### config.mk
export PLATFORM = sky130hd
export DESIGN_NAME = uart_rx_frame
export DESIGN_NICKNAME = d
export VERILOG_FILES = /design/src/rtl/uart_pkg.sv /design/src/rtl/uart_rx_sampler.sv /design/src/rtl/uart_rx_frame.sv
export SDC_FILE = /design/constraint.sdc
export NUM_CORES = 1
export LEC_CHECK = 0
export BUFFER_PORTS_ARGS = -buffer_cell sky130_fd_sc_hd__clkbuf_2
export CORE_MARGIN = 8
export CORE_UTILIZATION = 50
export CTS_CLUSTER_DIAMETER = 40
export CTS_CLUSTER_SIZE = 25
export DETAILED_ROUTE_END_ITERATION = 8
export PLACE_DENSITY_LB_ADDON = 0.15
export SLEW_MARGIN = 20
export SYNTH_ARGS = -nofsm -noshare
export SYNTH_HDL_FRONTEND = slang
export SYNTH_HIERARCHICAL = 1
export SYNTH_SLANG_ARGS = --single-unit
### constraint.sdc
create_clock -name clk -period 6.75 [get_ports clk]
set_clock_uncertainty 0.1 [all_clocks]
set_input_delay 1.35 -clock clk [delete_from_list [all_inputs] [get_ports clk]]
set_output_delay 1.35 -clock clk [all_outputs]
set_load 0.01 [all_outputs]
### src/rtl/uart_pkg.sv
// Shared definitions for the configurable UART frame receiver.
// State encoding, oversampling constants and small helpers.
package uart_pkg;

    typedef enum logic [2:0] {
        ST_IDLE,
        ST_START,
        ST_DATA,
        ST_PARITY,
        ST_STOP1,
        ST_STOP2,
        ST_BRK_WAIT
    } state_e;

    localparam int OVS = 16;

    localparam logic [3:0] SMP_A    = 4'd7;
    localparam logic [3:0] SMP_B    = 4'd8;
    localparam logic [3:0] SMP_C    = 4'd9;
    localparam logic [3:0] CNT_LAST = 4'(OVS - 1);

    localparam logic [3:0] MIN_DATA = 4'd5;
    localparam logic [3:0] MAX_DATA = 4'd9;

    function automatic logic maj3(
        input logic a,
        input logic b,
        input logic c
    );
        return (a & b) | (a & c) | (b & c);
    endfunction

    function automatic logic [3:0] clamp_size(input logic [3:0] s);
        if (s < MIN_DATA) return MIN_DATA;
        if (s > MAX_DATA) return MAX_DATA;
        return s;
    endfunction

endpackage

### src/rtl/uart_rx_sampler.sv
// Input synchronizer and 3-sample majority voter for the UART receiver.
// bit_val_o is the vote, meaningful on the tick where the bit counter is 9.
module uart_rx_sampler
    import uart_pkg::*;
#(
    parameter int SYNC_STAGES = 2
) (
    input  logic       clk_i,
    input  logic       rst_n_i,
    input  logic       rx_i,
    input  logic       b_tick_i,
    input  logic [3:0] b_cnt_i,
    output logic       rx_s_o,
    output logic       bit_val_o
);

    logic [SYNC_STAGES-1:0] sync_q;
    logic [SYNC_STAGES-1:0] sync_d;
    logic                   s_a_q;
    logic                   s_b_q;

    assign sync_d    = SYNC_STAGES'({sync_q, rx_i});
    assign rx_s_o    = sync_q[SYNC_STAGES-1];
    assign bit_val_o = maj3(s_a_q, s_b_q, rx_s_o);

    // Synchronize rx and capture the first two of the three bit samples.
    always_ff @(posedge clk_i) begin
        if (!rst_n_i) begin
            sync_q <= '1;
            s_a_q  <= 1'b1;
            s_b_q  <= 1'b1;
        end else begin
            sync_q <= sync_d;
            if (b_tick_i && b_cnt_i == SMP_A) s_a_q <= rx_s_o;
            if (b_tick_i && b_cnt_i == SMP_B) s_b_q <= rx_s_o;
        end
    end

endmodule

### src/rtl/uart_rx_frame.sv
// Configurable UART frame receiver: 5-9 data bits, optional parity,
// 1/2 stop bits, 16x oversampling, break detection and idle timeout.
module uart_rx_frame
    import uart_pkg::*;
#(
    parameter int DW          = 9,
    parameter int TOW         = 6,
    parameter int SYNC_STAGES = 2
) (
    input  logic           clk,
    input  logic           rst_n,
    input  logic           en,
    input  logic           b_tick,
    input  logic           rx,
    input  logic [3:0]     data_size,
    input  logic           parity_en,
    input  logic           parity_odd,
    input  logic           stop2,
    input  logic [TOW-1:0] timeout_bits,
    output logic [DW-1:0]  dout,
    output logic           dout_valid,
    output logic           parity_err,
    output logic           frame_err,
    output logic           break_err,
    output logic           timeout,
    output logic           busy
);

    localparam logic [TOW+3:0] TO_ONE = {{(TOW + 3){1'b0}}, 1'b1};

    state_e          state_q, state_d;
    logic [3:0]      b_cnt_q, b_cnt_d;
    logic [3:0]      bit_cnt_q, bit_cnt_d;
    logic [DW-1:0]   shreg_q, shreg_d;
    logic [DW-1:0]   dout_q, dout_d;
    logic            bit_q, bit_d;
    logic            par_q, par_d;
    logic            valid_q, valid_d;
    logic            perr_q, perr_d;
    logic            ferr_q, ferr_d;
    logic            berr_q, berr_d;
    logic            to_q, to_d;
    logic            armed_q, armed_d;
    logic [TOW+3:0]  to_cnt_q, to_cnt_d;

    logic            rx_s;
    logic            vote;
    logic [3:0]      nbits;
    logic [3:0]      shamt;
    logic [DW-1:0]   data_rj;
    logic [TOW+3:0]  to_lim;
    logic            at9;
    logic            at15;
    logic            last_bit;
    logic            complete;
    logic            is_brk;

    uart_rx_sampler #(
        .SYNC_STAGES (SYNC_STAGES)
    ) u_sampler (
        .clk_i     (clk),
        .rst_n_i   (rst_n),
        .rx_i      (rx),
        .b_tick_i  (b_tick),
        .b_cnt_i   (b_cnt_q),
        .rx_s_o    (rx_s),
        .bit_val_o (vote)
    );

    assign nbits    = clamp_size(data_size);
    assign shamt    = 4'(DW) - nbits;
    assign data_rj  = shreg_q >> shamt;
    assign to_lim   = {timeout_bits, 4'b0000};
    assign at9      = b_tick && (b_cnt_q == SMP_C);
    assign at15     = b_tick && (b_cnt_q == CNT_LAST);
    assign last_bit = (bit_cnt_q == nbits - 4'd1);

    assign complete = en && at9 &&
                      ((state_q == ST_STOP1 && !(vote && stop2)) ||
                       state_q == ST_STOP2);
    assign is_brk   = (state_q == ST_STOP1) && !vote &&
                      (data_rj == '0) && !(parity_en && par_q);

    // State register.
    always_ff @(posedge clk) begin
        if (!rst_n) state_q <= ST_IDLE;
        else        state_q <= state_d;
    end

    // Next-state decode; a low enable always parks the FSM in IDLE.
    always_comb begin
        state_d = state_q;
        unique case (state_q)
            ST_IDLE: begin
                if (b_tick && !rx_s) state_d = ST_START;
            end
            ST_START: begin
                if (at9 && vote)  state_d = ST_IDLE;
                else if (at15)    state_d = ST_DATA;
            end
            ST_DATA: begin
                if (at15 && last_bit)
                    state_d = parity_en ? ST_PARITY : ST_STOP1;
            end
            ST_PARITY: begin
                if (at15) state_d = ST_STOP1;
            end
            ST_STOP1: begin
                if (complete)  state_d = is_brk ? ST_BRK_WAIT : ST_IDLE;
                else if (at15) state_d = ST_STOP2;
            end
            ST_STOP2: begin
                if (complete) state_d = ST_IDLE;
            end
            ST_BRK_WAIT: begin
                if (b_tick && rx_s) state_d = ST_IDLE;
            end
            default: state_d = ST_IDLE;
        endcase
        if (!en) state_d = ST_IDLE;
    end

    // Per-state datapath actions, completion results and idle timeout.
    always_comb begin
        b_cnt_d   = b_cnt_q;
        bit_cnt_d = bit_cnt_q;
        shreg_d   = shreg_q;
        dout_d    = dout_q;
        bit_d     = bit_q;
        par_d     = par_q;
        valid_d   = 1'b0;
        perr_d    = perr_q;
        ferr_d    = ferr_q;
        berr_d    = berr_q;
        to_d      = 1'b0;
        armed_d   = armed_q;
        to_cnt_d  = to_cnt_q;
        busy      = (state_q != ST_IDLE);
        if (en) begin
            if (b_tick) b_cnt_d = b_cnt_q + 4'd1;
            if (state_d != state_q || state_q == ST_IDLE ||
                state_q == ST_BRK_WAIT)
                b_cnt_d = '0;
            if (at9) bit_d = vote;
            if (state_q == ST_IDLE && state_d == ST_START) begin
                shreg_d   = '0;
                bit_cnt_d = '0;
                to_cnt_d  = '0;
            end
            if (state_q == ST_DATA && at15) begin
                shreg_d   = {bit_q, shreg_q[DW-1:1]};
                bit_cnt_d = last_bit ? 4'd0 : bit_cnt_q + 4'd1;
            end
            if (state_q == ST_PARITY && at9) par_d = vote;
            if (complete) begin
                valid_d  = 1'b1;
                dout_d   = data_rj;
                perr_d   = parity_en &&
                           (par_q != ((^data_rj) ^ parity_odd));
                ferr_d   = !vote;
                berr_d   = is_brk;
                armed_d  = 1'b1;
                to_cnt_d = '0;
            end else if (state_q == ST_IDLE && state_d == ST_IDLE &&
                         armed_q && b_tick && timeout_bits != '0) begin
                if (to_cnt_q + TO_ONE == to_lim) begin
                    to_d     = 1'b1;
                    armed_d  = 1'b0;
                    to_cnt_d = '0;
                end else begin
                    to_cnt_d = to_cnt_q + TO_ONE;
                end
            end
        end else begin
            b_cnt_d   = '0;
            bit_cnt_d = '0;
            to_cnt_d  = '0;
            armed_d   = 1'b0;
        end
    end

    // Datapath registers; reset abandons any frame in progress.
    always_ff @(posedge clk) begin
        if (!rst_n) begin
            b_cnt_q   <= '0;
            bit_cnt_q <= '0;
            shreg_q   <= '0;
            dout_q    <= '0;
            bit_q     <= 1'b0;
            par_q     <= 1'b0;
            valid_q   <= 1'b0;
            perr_q    <= 1'b0;
            ferr_q    <= 1'b0;
            berr_q    <= 1'b0;
            to_q      <= 1'b0;
            armed_q   <= 1'b0;
            to_cnt_q  <= '0;
        end else begin
            b_cnt_q   <= b_cnt_d;
            bit_cnt_q <= bit_cnt_d;
            shreg_q   <= shreg_d;
            dout_q    <= dout_d;
            bit_q     <= bit_d;
            par_q     <= par_d;
            valid_q   <= valid_d;
            perr_q    <= perr_d;
            ferr_q    <= ferr_d;
            berr_q    <= berr_d;
            to_q      <= to_d;
            armed_q   <= armed_d;
            to_cnt_q  <= to_cnt_d;
        end
    end

    assign dout       = dout_q;
    assign dout_valid = valid_q;
    assign parity_err = perr_q;
    assign frame_err  = ferr_q;
    assign break_err  = berr_q;
    assign timeout    = to_q;

endmodule

==> impl_metrics.json <==
{
  "cp_max_fo": 11,
  "rsz0062_at_grt": "no",
  "final_nets": 434,
  "diodes": 0,
  "cts.reportedPaths.clkPinSlew_ps": 100,
  "yosys_register_bits": 51,
  "crit_path_top_delay_cell": "or3b_1",
  "hold_ws_ps": 321.9,
  "end_kind": "register",
  "hold_class": "reg2reg",
  "antenna_found_initial": 0,
  "vdd.ir_drop.worst_uv": 97.81,
  "synthesis.area_sq_mm": 0.003188,
  "cts.path.max_buffers": 2,
  "grt_max_degree": 36,
  "syn_to_final_growth_pct": 9.301,
  "start_util_pct": 51.08,
  "portBuffers": 32,
  "dp_hpwl_microns": 5758,
  "synthCells": 385,
  "routed_wirelength_microns": 7697,
  "gp_congestion": 0.9023,
  "setup_tns_ps": 0,
  "ctsHoldBuffers": 0,
  "yosys-top-cells-area": "dfxtp_1, nand2_1, xnor2_1",
  "rows": 29,
  "p_sw_mw": 0.1326,
  "worst_ep_arrival_time_ps": 4290,
  "clkLatencyLatePin_ps": 310,
  "synth_ff_type": "dfxtp_1",
  "worstPathRequired_ps": 6860,
  "ctsResizeCount": 0,
  "period_needed_ps": 4172,
  "hold_path_depth": 1,
  "p_per_area_mw_per_mm2": 156.1,
  "hold_violations": 0,
  "comb_power_share_pct": 7.9,
  "synth_edf_count": 0,
  "slew_violations": 0,
  "pin_count": 33,
  "syn-num-nets": 412,
  "cp_common_cell": "mux2_2",
  "htreeDepth": 2,
  "ys_seq_area_share_pct": 32.03,
  "fill_cells": 604,
  "post_drt_wl_per_cell_microns": 15.87,
  "start_kind": "input port",
  "max_stage_delay_ps": 420,
  "post_cts.repair.setup_buffers": 0,
  "drt-pass1-iter-count": 5,
  "numCtsBuffers": 5,
  "grt_pass1_wl_microns": 12890,
  "clockRootBuffer": "clkbuf_8",
  "via_per_inst": 6.041,
  "drv_cap": 0,
  "numClockSinks": 51,
  "drt_iter0_markers": 260,
  "drive_above_1_share_pct": 14.71,
  "netlist-cell-type-count": 65,
  "ff2ff_path_depth": 8,
  "cp_cell_sequence": "clkbuf_2 -> or3b_1 -> a21oi_4 -> mux2_2 -> mux2i_1 -> mux2_2 -> ha_1 -> and4b_1 -> and4_1 -> nand4b_1 -> a21oi_1 -> and4bb_2",
  "setup_viol": 0,
  "sw_frac_of_total_pct": 24.39,
  "slew_headroom_pct": 44.23,
  "drc_errors": 0,
  "dieWidth_microns": 95.85,
  "syn_avg_cell_area_sq_um": 8.281,
  "critPathKind": "in2reg",
  "grt_pass1_vias": 2727,
  "max_freq_mhz": 239.7,
  "period_share_pct": 61.81,
  "core_area_sq_mm": 0.006241,
  "outcome": "completed",
  "cp_num_cells": 12,
  "ys_warn_count": 6,
  "synth_async_sr_flop_share_pct": 0,
  "p_seq_share_pct": 55.5,
  "worstMarginPinSlew_ps": 830.1,
  "p_clk_share_pct": 36.6,
  "yosysTopAreaCellShare_pct": 32.03,
  "cts_tree": "yes",
  "netlist.top_cell.by_area": "dfxtp_1",
  "p_leak_nw": 1.227,
  "vias": 2930,
  "die_y_microns": 95.85,
  "ant_nets": 0,
  "intPower_mw": 0.4112,
  "final_common_cell": "dfxtp_1",
  "die-area_sq_mm": 0.009187,
  "crit_family": "simple AND/OR/NAND/NOR gates",
  "cp_num_buf_inv": 1,
  "grt_overflow": 0,
  "grt_usage_pct": 17.32,
  "final_cell_mix": "dfxtp_1, nand2_1, clkbuf_2"
}
## metrics by stage
step	util (%)	worst slack (ps)	cell area (sq um)	total power, mW	cells
after floorplan	-	2773	3188	0.3371	385
after global placement	54.17	2368	3381	0.3512	477
after detailed placement	54.17	2275	3381	0.3518	477
after CTS	55.83	2590	3485	0.5477	485
after global routing	55.83	2399	3485	0.5651	485
final	55.83	2578	3485	0.5438	485
## state kept, by name, indices dropped and copies added, names as in the netlist, 2 cells and up
| signal | cells |
|---|---|
| b_cnt_q | 4 |
| state_q | 3 |
| bit_cnt_q | 4 |
| u_sampler/sync_q | 2 |
| dout | 9 |
| to_cnt_q | 10 |
| shreg_q | 9 |
## power by group through the flow
stage	combinational [mW]	sequential, mW	clock, mW
2_1_floorplan	0.0285	0.309	0
3_3_place_gp	0.0422	0.309	0
3_5_place_dp	0.0428	0.309	0
4_1_cts	0.0429	0.302	0.203
5_1_grt	0.0474	0.302	0.216
6_report	0.0429	0.302	0.199
## worst register-to-register path, delay by kind of cell, from the launching register on
kind	cells	cell delay (ps)
and+or+nand+nor	3	940
AOI/OAI and AO/OA	3	610
DFF	1	430
adders and majority gates	1	410
buffers and inverters	1	230
## final timing paths
| path | start | end | slack, ps |
|---|---|---|---|
| worst max-delay path | data_size[3] | b_cnt_q[0] | 2580 |
| worst min-delay path | u_sampler/sync_q[0] | u_sampler/sync_q[1] | 320 |
| worst max register to register | u_sampler/sync_q[1] | to_cnt_q[6] | 3970 |
| worst min register to register | u_sampler/sync_q[0] | u_sampler/sync_q[1] | 320 |
## metal layers
| metal | routed length, microns | track usage (%) |
|---|---|---|
| met5 | 0 | 0 |
| met3 | 369 | 3.198 |
| met4 | 110 | 5.506 |
| met1 | 3560 | 21.64 |
| met2 | 3657 | 29.37 |
## synth_stat cells (2+ instances only)
cell,n
dfxtp_1,51
nand2_1,48
o21ai_0,23
nand3_1,18
nor2_1,18
a21oi_1,16
clkbuf_1,14
xnor2_1,14
nor2b_1,13
inv_1,12
mux2i_1,11
a22oi_1,9
ha_1,9
nor3_1,8
nand4_1,7
nand2b_1,6
o211ai_1,6
o221ai_1,6
and2_1,5
nor4_1,5
a21o_1,4
and4_1,4
and4bb_2,4
nand3b_1,4
or3_1,4
xor2_1,4
a21boi_0,3
a31oi_1,3
mux2_2,3
o2111ai_1,3
o211a_1,3
a211oi_1,2
a311o_1,2
and4b_1,2
buf_2,2
nand4b_1,2
nor4b_1,2
o21a_1,2
o311a_1,2
o311ai_0,2
o31ai_1,2
or2_2,2
or3b_2,2
or4_1,2
## kinds of logic after synthesis
group	count (synthesis)	share of synthesized area [%]
simple gates	161	27.83
fa+ha+maj	10	3.846
xor+xnor	18	4.945
flops	51	32.03
mux	14	4.513
compound gates	101	23.19
buf+inv	30	3.650
## final cells by class
type	instances	area [sq um]	area share [%]
inverters	12	45.04	1.293
well taps	77	96.34	2.765
clock inverters	1	7.507	0.2154
multi-input cells	304	2051	58.85
repair buffers	33	167.7	4.811
clock buffers	7	96.34	2.765
flip-flops and latches	51	1021	29.30
(Power assumes the default switching activity.)
